===== config.mk =====
export PLATFORM = sky130hd
export DESIGN_NAME = seg_scan_driver
export DESIGN_NICKNAME = d
export VERILOG_FILES = /design/src/rtl/seg_scan_driver.sv
export SDC_FILE = /design/constraint.sdc
export NUM_CORES = 1
export LEC_CHECK = 0
export ABC_AREA = 1
export BUFFER_PORTS_ARGS = -buffer_cell sky130_fd_sc_hd__clkbuf_2
export CAP_MARGIN = 30
export CORE_MARGIN = 4
export CORE_UTILIZATION = 31
export CTS_CLUSTER_DIAMETER = 40
export DETAILED_ROUTE_END_ITERATION = 12
export GPL_ROUTABILITY_DRIVEN = 0
export GPL_TIMING_DRIVEN = 0
export SLEW_MARGIN = 40
export SYNTH_ARGS = -nofsm -noshare
export SYNTH_HDL_FRONTEND = slang
export SYNTH_SLANG_ARGS = --single-unit

===== constraint.sdc =====
create_clock -name clk -period 1.99 [get_ports clk]
set_input_delay 0.199 -clock clk [delete_from_list [all_inputs] [get_ports clk]]
set_output_delay 0.199 -clock clk [all_outputs]
set_load 0.03 [all_outputs]

===== src/rtl/seg_scan_driver.sv =====
// Multiplexed 7-segment scan driver: per-digit slot timing, 16-phase PWM brightness, hex decode.
// Optional leading-zero blanking is built only when SEG_SCAN_DRIVER_LZB_EN is defined.
module seg_scan_driver #(
  parameter int FCLK  = 50000000,
  parameter int FSLOT = 1000,
  parameter int NDIG  = 4
) (
  input  logic              clk,
  input  logic              rst,
  input  logic [4*NDIG-1:0] dat,
  input  logic [NDIG-1:0]   dp,
  input  logic              load,
  input  logic [3:0]        bright,
  input  logic              lzb,
  output logic [NDIG-1:0]   AN,
  output logic [6:0]        seg,
  output logic              seg_P,
  output logic              ce_slot,
  output logic              frame
);

  localparam int SLOT_CLKS = FCLK / FSLOT;
  localparam int PH_CLKS   = SLOT_CLKS / 16;
  localparam int SW        = (PH_CLKS > 1) ? $clog2(PH_CLKS) : 1;
  localparam int IW        = (NDIG > 1) ? $clog2(NDIG) : 1;
  localparam logic [SW-1:0] SUB_LAST = SW'(PH_CLKS - 1);
  localparam logic [IW-1:0] IDX_LAST = IW'(NDIG - 1);

  // The prescaler is held as {phase_r, sub_r}, so the phase needs no divider.
  logic [SW-1:0]     sub_r;
  logic [3:0]        phase_r;
  logic [IW-1:0]     idx_r;
  logic [3:0]        bright_q;
  logic [4*NDIG-1:0] shadow_dat_r;
  logic [NDIG-1:0]   shadow_dp_r;
  logic [3:0]        nib_s;
  logic              blank_s;
  logic [NDIG-1:0]   an_next_s;
  logic [6:0]        seg_next_s;
  logic              seg_p_next_s;

  function automatic logic [6:0] hex7(input logic [3:0] n);
    logic [6:0] g;
    case (n)
      4'h0: g = 7'b1000000;
      4'h1: g = 7'b1111001;
      4'h2: g = 7'b0100100;
      4'h3: g = 7'b0110000;
      4'h4: g = 7'b0011001;
      4'h5: g = 7'b0010010;
      4'h6: g = 7'b0000010;
      4'h7: g = 7'b1111000;
      4'h8: g = 7'b0000000;
      4'h9: g = 7'b0010000;
      4'hA: g = 7'b0001000;
      4'hB: g = 7'b0000011;
      4'hC: g = 7'b1000110;
      4'hD: g = 7'b0100001;
      4'hE: g = 7'b0000110;
      4'hF: g = 7'b0001110;
      default: g = 7'b1111111;
    endcase
    return g;
  endfunction

  assign ce_slot = (phase_r == 4'd15) && (sub_r == SUB_LAST);
  assign frame   = ce_slot && (idx_r == IDX_LAST);

`ifdef SEG_SCAN_DRIVER_LZB_EN
  logic [NDIG-1:0] lead_zero_s;

  // Mark digits that sit above the most significant nonzero nibble; digit 0 is never marked.
  always_comb begin
    logic run;
    run         = 1'b1;
    lead_zero_s = '0;
    for (int i = NDIG - 1; i >= 1; i--) begin
      run            = run & (shadow_dat_r[4*i +: 4] == 4'd0);
      lead_zero_s[i] = run;
    end
  end

  assign blank_s = lzb & lead_zero_s[idx_r];
`else
  logic unused_lzb;
  assign unused_lzb = lzb;
  assign blank_s    = 1'b0;
`endif

  // Next-output computation from the current index, phase and shadow contents.
  always_comb begin
    nib_s        = shadow_dat_r[4*idx_r +: 4];
    an_next_s    = '1;
    seg_next_s   = 7'b1111111;
    seg_p_next_s = 1'b1;
    if (phase_r < bright_q) begin
      an_next_s    = ~(NDIG'(1) << idx_r);
      seg_next_s   = blank_s ? 7'b1111111 : hex7(nib_s);
      seg_p_next_s = ~shadow_dp_r[idx_r];
    end else begin
      an_next_s    = '1;
      seg_next_s   = 7'b1111111;
      seg_p_next_s = 1'b1;
    end
  end

  // Slot timing, digit index, brightness sampling, shadow load and registered outputs.
  always_ff @(posedge clk) begin
    if (rst) begin
      sub_r        <= '0;
      phase_r      <= 4'd0;
      idx_r        <= '0;
      bright_q     <= 4'd0;
      shadow_dat_r <= '0;
      shadow_dp_r  <= '0;
      AN           <= '1;
      seg          <= 7'b1111111;
      seg_P        <= 1'b1;
    end else begin
      if (sub_r == SUB_LAST) begin
        sub_r   <= '0;
        phase_r <= phase_r + 4'd1;
      end else begin
        sub_r   <= sub_r + SW'(1);
      end
      if (ce_slot) begin
        bright_q <= bright;
        idx_r    <= (idx_r == IDX_LAST) ? '0 : idx_r + IW'(1);
      end
      if (load) begin
        shadow_dat_r <= dat;
        shadow_dp_r  <= dp;
      end
      AN    <= an_next_s;
      seg   <= seg_next_s;
      seg_P <= seg_p_next_s;
    end
  end

endmodule


==> results of run 1 <==
==> sequential cells by signal (all words and copies together), names as in the netlist <==
| name | count |
|---|---|
| sub_r | 12 |
| seg | 7 |
| shadow_dat_r | 16 |
| AN | 4 |
| shadow_dp_r | 4 |
| idx_r | 2 |
| bright_q | 4 |
| phase_r | 4 |
| seg_P | 1 |
==> cell usage in the layout (no fill, tap or decap), drive strengths merged, types with 5 or more instances in the layout <==
cell,netlist,final
a21oi,17,17
buf,6,6
clkbuf,6,50
dfxtp,54,54
ha,16,16
inv,36,36
nand2,90,90
nand3,32,32
nand4,10,10
nor2,62,62
o21ai,27,27
xor2,5,5
==> cell type report <==
type	count	area share [%]
multi-input combinational	263	44.3
sequential	54	34.6
timing repair buffer	39	6.24
inverter	38	4.72
tap	105	4.20
buffer	12	2.48
clock buffer	5	2.20
clock inverter	2	1.24
==> power breakdown <==
part,switching (W),internal [W],leakage (nW)
Sequential,0.0000178,0.00111,0.442
Clock,0.000352,0.000371,0.0542
Combinational,0.000110,0.0000721,0.904
Total,0.000480,0.00156,1.40
==> worst min-delay path, stage by stage <==
cell	delay, ns
clkbuf_2	0.07
nor2_1	0.04
nor2_1	0.08
==> worst paths after layout <==
path / end / startpoint
worst max register to register: seg[3] / idx_r[0]
worst min register to register: shadow_dp_r[0] / shadow_dp_r[0]
worst max-delay path: frame / sub_r[0]
worst min-delay path: shadow_dp_r[3] / dp[3]
==> cell families (layout without fill, tap and decap cells) <==
family / count (synthesis) / after routing
fa+ha+maj: 16 / 16
xor+xnor: 6 / 6
buf+inv: 50 / 96
flops: 54 / 54
compound gates: 44 / 44
simple gates: 197 / 197
==> per-layer routing <==
metal	up-vias	share of wire, %
li1	1266	-
met1	1059	48
met2	43	45
met3	5	4.9
met4	0	1.2
met5	-	0
==> repair_timing <==
item | 4_1_cts | 5_1_grt
setup endpoints to repair | 1 | 2
hold endpoints to repair | 0 | 0
resized for setup | 1 | 1
buffers inserted | 0 | 0
==> through the flow <==
stage          hold WS (ns)  total power [W]
2_1_floorplan         0.334          0.00128
3_3_place_gp          0.426          0.00133
3_5_place_dp          0.427          0.00134
4_1_cts              0.0970          0.00207
5_1_grt               0.113          0.00213
6_report              0.107          0.00204
==> impl_metrics.env, run 1 <==
export IMPL_status="finished clean"
export IMPL_grtUsageMet2_pct=19.3
export IMPL_ir_drop_uv=257
export IMPL_layout_min_cycle_time_ns=1.82
export IMPL_synthXorXnorAreaFrac_pct=1.95
export IMPL_fin_area_um2=3130
export IMPL_wirelength_mm=5.83
export IMPL_synth_top_area_share_pct=40.2
export IMPL_synth_top_family_by_area="simple AND/OR/NAND/NOR gates"
export IMPL_fin_ws_ns=0.173
export IMPL_setup_tns_ns=0
export IMPL_final_util_pct=37.5
export IMPL_via_per_inst=4.58
export IMPL_yosys_warnings=0
export IMPL_antenna_found_initial=0
export IMPL_num_antenna_cells=0
export IMPL_max_freq_ghz=0.550
export IMPL_cts_tree="built"
export IMPL_setup_viol=0
export IMPL_path_class="register to output pin"
export IMPL_synth_simple_gate_area_share_pct=33.8
export IMPL_crit_required_ns=1.79
export IMPL_clock_skew_ns=0.00685
export IMPL_synth_most_common_cell="nand2_1"
export IMPL_synth_area_mux_share_pct=0
export IMPL_cp_slowest_cell="dfxtp_1"
export IMPL_drc=0
export IMPL_netlist_area_um2=2690
export IMPL_core_rowCount=33
export IMPL_grt_busiest_layer="met2"
export IMPL_chipHeight_um=101
export IMPL_worstPathArrival_ns=1.62
export IMPL_seqCellArea_um2=1080
export IMPL_vias=2373
export IMPL_clockRootBuffer="clkbuf_8"
export IMPL_synth_cells=367
export IMPL_crit_path_cell_trace="inv_1 -> ha_1 -> nand2_1 -> nor2_1 -> nand4_1 -> nor3_1 -> clkbuf_2"
export IMPL_multiInputGateArea_um2=1390
export IMPL_insertion_delay_ns=0.31
export IMPL_drtIter0Drc=82
export IMPL_fin_nets=457
export IMPL_min_path_type="input port to register"
export IMPL_clk_path_buf_depth=2
export IMPL_p_leak_nw=1.40
export IMPL_synth_area_leaders="dfxtp_1, nand2_1, nor2_1"
export IMPL_regToRegSetupSlack_ns=0.22
export IMPL_synth_ff_type="dfxtp_1"
export IMPL_synth_edf_count=0
export IMPL_post_place_ws_ns=0.170
export IMPL_wl_per_cell_um=11.3
export IMPL_dr_pass1_iters=4
export IMPL_drv_cap=0
export IMPL_final_cells=518
export IMPL_grt_ovfl_total=0
export IMPL_area_delta_synth_final_pct=16.3
export IMPL_met1_usage_pct=15.7
export IMPL_layout_drive_gt1_share_pct=17.7
export IMPL_fin_crit_sh_pct=91.3
export IMPL_grtUsageTotal_pct=11.9
export IMPL_fill_cells=926
export IMPL_io_pins=42
export IMPL_slew_violations=0
export IMPL_port_buffers=39
export IMPL_clk_pin_slew_ns=0.10
export IMPL_ys_top_cells_by_count="nand2_1, nor2_1, dfxtp_1"
export IMPL_critical_path_buf_inv_count=2
export IMPL_place_area_um2=3020
export IMPL_coreArea_um2=8340
export IMPL_holdPathStages=3
export IMPL_numCtsBuffers=5
export IMPL_cpPeakStageDelay_ns=0.34
export IMPL_yosys_area_top_type="dfxtp_1"
export IMPL_crit_cells=7
export IMPL_grt_pass1_wl_mm=9.92
export IMPL_syn_nets=411
export IMPL_ys_types=27
export IMPL_htree_num_levels=2
export IMPL_start_kind="register"
export IMPL_setup_worst_path_end_class="output pin"
export IMPL_synth_seq_area_share_pct=40.2
export IMPL_avgSynthCellArea_um2=7.33
export IMPL_r2r_cells=11
export IMPL_tightest_slew_ns=0.461
export IMPL_die_w_um=101
export IMPL_ys_ff_latch=54
export IMPL_ant_nets=0
export IMPL_cts_sinks=54
export IMPL_synth_compound_area_share_pct=8.19
export IMPL_cp_top_family="simple AND/OR/NAND/NOR gates"
export IMPL_async_reset_ff_share_pct=0
export IMPL_final_hold_viol_count=0
export IMPL_grt_pass1_vias=2237
export IMPL_dp_cells=511
export IMPL_synthAdderAreaFrac_pct=7.45
export IMPL_maxSlewHeadroom_pct=69.3
export IMPL_p_per_area_nw_per_um2=651
export IMPL_grt_max_degree=17
export IMPL_holdBufCountCts=0
export IMPL_hpwl_mm=4.42
export IMPL_rsz0062_at_grt="no"
export IMPL_grt_use_met3_pct=2.55
export IMPL_floorplan_initialDensity_pct=32.2
export IMPL_crit_fanout=4
export IMPL_die_area_um2=10200
Note: power is estimated with default switching activity, not from simulation.
==> run 2: changes to the inputs <==
--- a/config.mk
+++ b/config.mk
@@ -9,11 +9,12 @@
 export BUFFER_PORTS_ARGS = -buffer_cell sky130_fd_sc_hd__clkbuf_2
 export CAP_MARGIN = 30
 export CORE_MARGIN = 4
-export CORE_UTILIZATION = 31
+export CORE_UTILIZATION = 56
 export CTS_CLUSTER_DIAMETER = 40
 export DETAILED_ROUTE_END_ITERATION = 12
 export GPL_ROUTABILITY_DRIVEN = 0
 export GPL_TIMING_DRIVEN = 0
+export PLACE_DENSITY = 0.79
 export SLEW_MARGIN = 40
 export SYNTH_ARGS = -nofsm -noshare
 export SYNTH_HDL_FRONTEND = slang
==> impl_metrics.env, run 2 (synthesis gave the netlist of run 1 again) <==
export IMPL_status="finished clean"
export IMPL_area_delta_synth_final_pct=12.8
export IMPL_core_rowCount=24
export IMPL_fin_ws_ns=0.248
export IMPL_clk_pin_slew_ns=0.09
export IMPL_regToRegSetupSlack_ns=0.30
export IMPL_setup_viol=0
export IMPL_crit_fanout=4
export IMPL_clkPwrFrac_pct=30.0
export IMPL_cts_tree="built"
export IMPL_path_class="register to output pin"
export IMPL_fin_crit_sh_pct=87.5
export IMPL_ir_drop_uv=398
export IMPL_crit_required_ns=1.79
export IMPL_pwr_share_seq_pct=60.4
export IMPL_cts_sinks=54
export IMPL_ant_nets=0
export IMPL_regMostFlops="shadow_dat_r"
export IMPL_htree_num_levels=2
export IMPL_cp_top_family="simple AND/OR/NAND/NOR gates"
export IMPL_chipHeight_um=77.3
export IMPL_cp_slowest_cell="dfxtp_1"
export IMPL_top_regs="shadow_dat_r: 16 flops, sub_r: 12 flops, seg: 7 flops"
export IMPL_rsz0062_at_grt="no"
export IMPL_clock_skew_ns=0.00799
export IMPL_num_antenna_cells=0
export IMPL_coreArea_um2=4500
export IMPL_maxSlewHeadroom_pct=69.3
export IMPL_slew_violations=0
export IMPL_p_int_w=0.00142
export IMPL_numCtsBuffers=5
export IMPL_crit_path_cell_trace="inv_1 -> ha_1 -> nand2_1 -> nor2_1 -> nand4_1 -> nor3_1 -> clkbuf_2"
export IMPL_hp_start="dat[7]"
export IMPL_clockRootBuffer="clkbuf_8"
export IMPL_layout_drive_gt1_share_pct=17.9
export IMPL_wl_per_cell_um=11.3
export IMPL_cpPeakStageDelay_ns=0.34
export IMPL_critical_path_buf_inv_count=2
export IMPL_die_area_um2=5970
export IMPL_hpwl_mm=4.01
export IMPL_start_kind="register"
export IMPL_post_place_ws_ns=0.192
export IMPL_largest_register_ffs=16
export IMPL_switching_power_w=0.000451
export IMPL_crit_path_start="sub_r[0]"
export IMPL_floorplan_initialDensity_pct=59.7
export IMPL_worstPathArrival_ns=1.54
export IMPL_total_power_w=0.00187
export IMPL_fill_cells=409
export IMPL_grt_pass1_vias=2150
export IMPL_setup_tns_ns=0
export IMPL_holdBufCountCts=0
export IMPL_antenna_found_initial=0
export IMPL_via_per_inst=5.05
export IMPL_clk_path_buf_depth=2
export IMPL_layout_min_cycle_time_ns=1.74
export IMPL_final_hold_viol_count=0
export IMPL_drc=0
export IMPL_wirelength_mm=5.27
export IMPL_vias=2348
export IMPL_fin_nets=457
export IMPL_p_per_area_nw_per_um2=618
export IMPL_final_common_cell="nand2_1"
export IMPL_io_pins=42
export IMPL_p_leak_nw=1.39
export IMPL_layout_common_cells="nand2_1, nor2_1, dfxtp_1"
export IMPL_post_cts_setup_buffers=0
export IMPL_grt_ovfl_total=0
export IMPL_port_buffers=39
export IMPL_min_path_type="input port to register"
export IMPL_tightest_slew_ns=0.460
export IMPL_max_freq_ghz=0.574
export IMPL_drv_cap=0
export IMPL_grt_pass1_wl_mm=9.34
export IMPL_switching_share_pct=24.1
export IMPL_setup_worst_path_end_class="output pin"
export IMPL_insertion_delay_ns=0.30
export IMPL_reg2reg_from="idx_r[0]"
export IMPL_p_comb_share_pct=9.6
export IMPL_dr_pass1_iters=4
export IMPL_drtIter0Drc=117
export IMPL_grt_max_degree=16
export IMPL_die_w_um=77.3
export IMPL_grtUsageTotal_pct=18.5
export IMPL_cts_resized=0
## run 2: changes by cell type in the layout (fill, tap and decap cells not counted), sizes merged
cell,change
bufinv,-1
clkinv,+1
## run 2: metal layers
| metal | part of all wire, % | GRT usage, % |
|---|---|---|
| met4 | 1.1 | 4.27 |
| met3 | 3.7 | 3.16 |
| met2 | 45 | 30.6 |
| met1 | 50 | 25.2 |
| met5 | 0 | 0 |
## run 2: path summary, 6_finish.rpt
kind / end / cells after the start
max: frame / 7
min: shadow_dat_r[7] / 3
max reg2reg: seg[3] / 11
min reg2reg: shadow_dp_r[0] / 2
## run 2: power by group through the flow
stage                     Sequential, W  Combinational [W]  Clock (W)
after global routing            0.00113           0.000209   0.000620
after CTS                       0.00113           0.000179   0.000586
after global placement          0.00115           0.000174          0
after floorplan                 0.00115           0.000126          0
after detailed placement        0.00116           0.000178          0
final                           0.00113           0.000180   0.000562
## run 2: through the flow
step / cells / utilization [%] / instance area, µm² / hold slack (ns)
after floorplan: 367 / - / 2690 / 0.334
after global placement: 458 / 65.5 / 2950 / 0.419
after detailed placement: 458 / 65.5 / 2950 / 0.428
after CTS: 465 / 67.2 / 3030 / 0.113
after global routing: 465 / 67.3 / 3030 / 0.124
final: 465 / 67.3 / 3030 / 0.114
## run 2: final cells by class
class / instances / area, µm² / share of cell area, %
Buffer: 12 / 77.6 / 2.56
Sequential cell: 54 / 1080 / 35.7
Tap cell: 52 / 65.1 / 2.15
Inverter: 38 / 148 / 4.87
Clock buffer: 5 / 68.8 / 2.27
Timing Repair Buffer: 39 / 195 / 6.44
Clock inverter: 2 / 10.0 / 0.330
Multi-Input combinational cell: 263 / 1390 / 45.7
## run 2: worst min-delay path: stages
cell	delay, ns
clkbuf_2	0.08
nor2_1	0.03
nor2_1	0.08
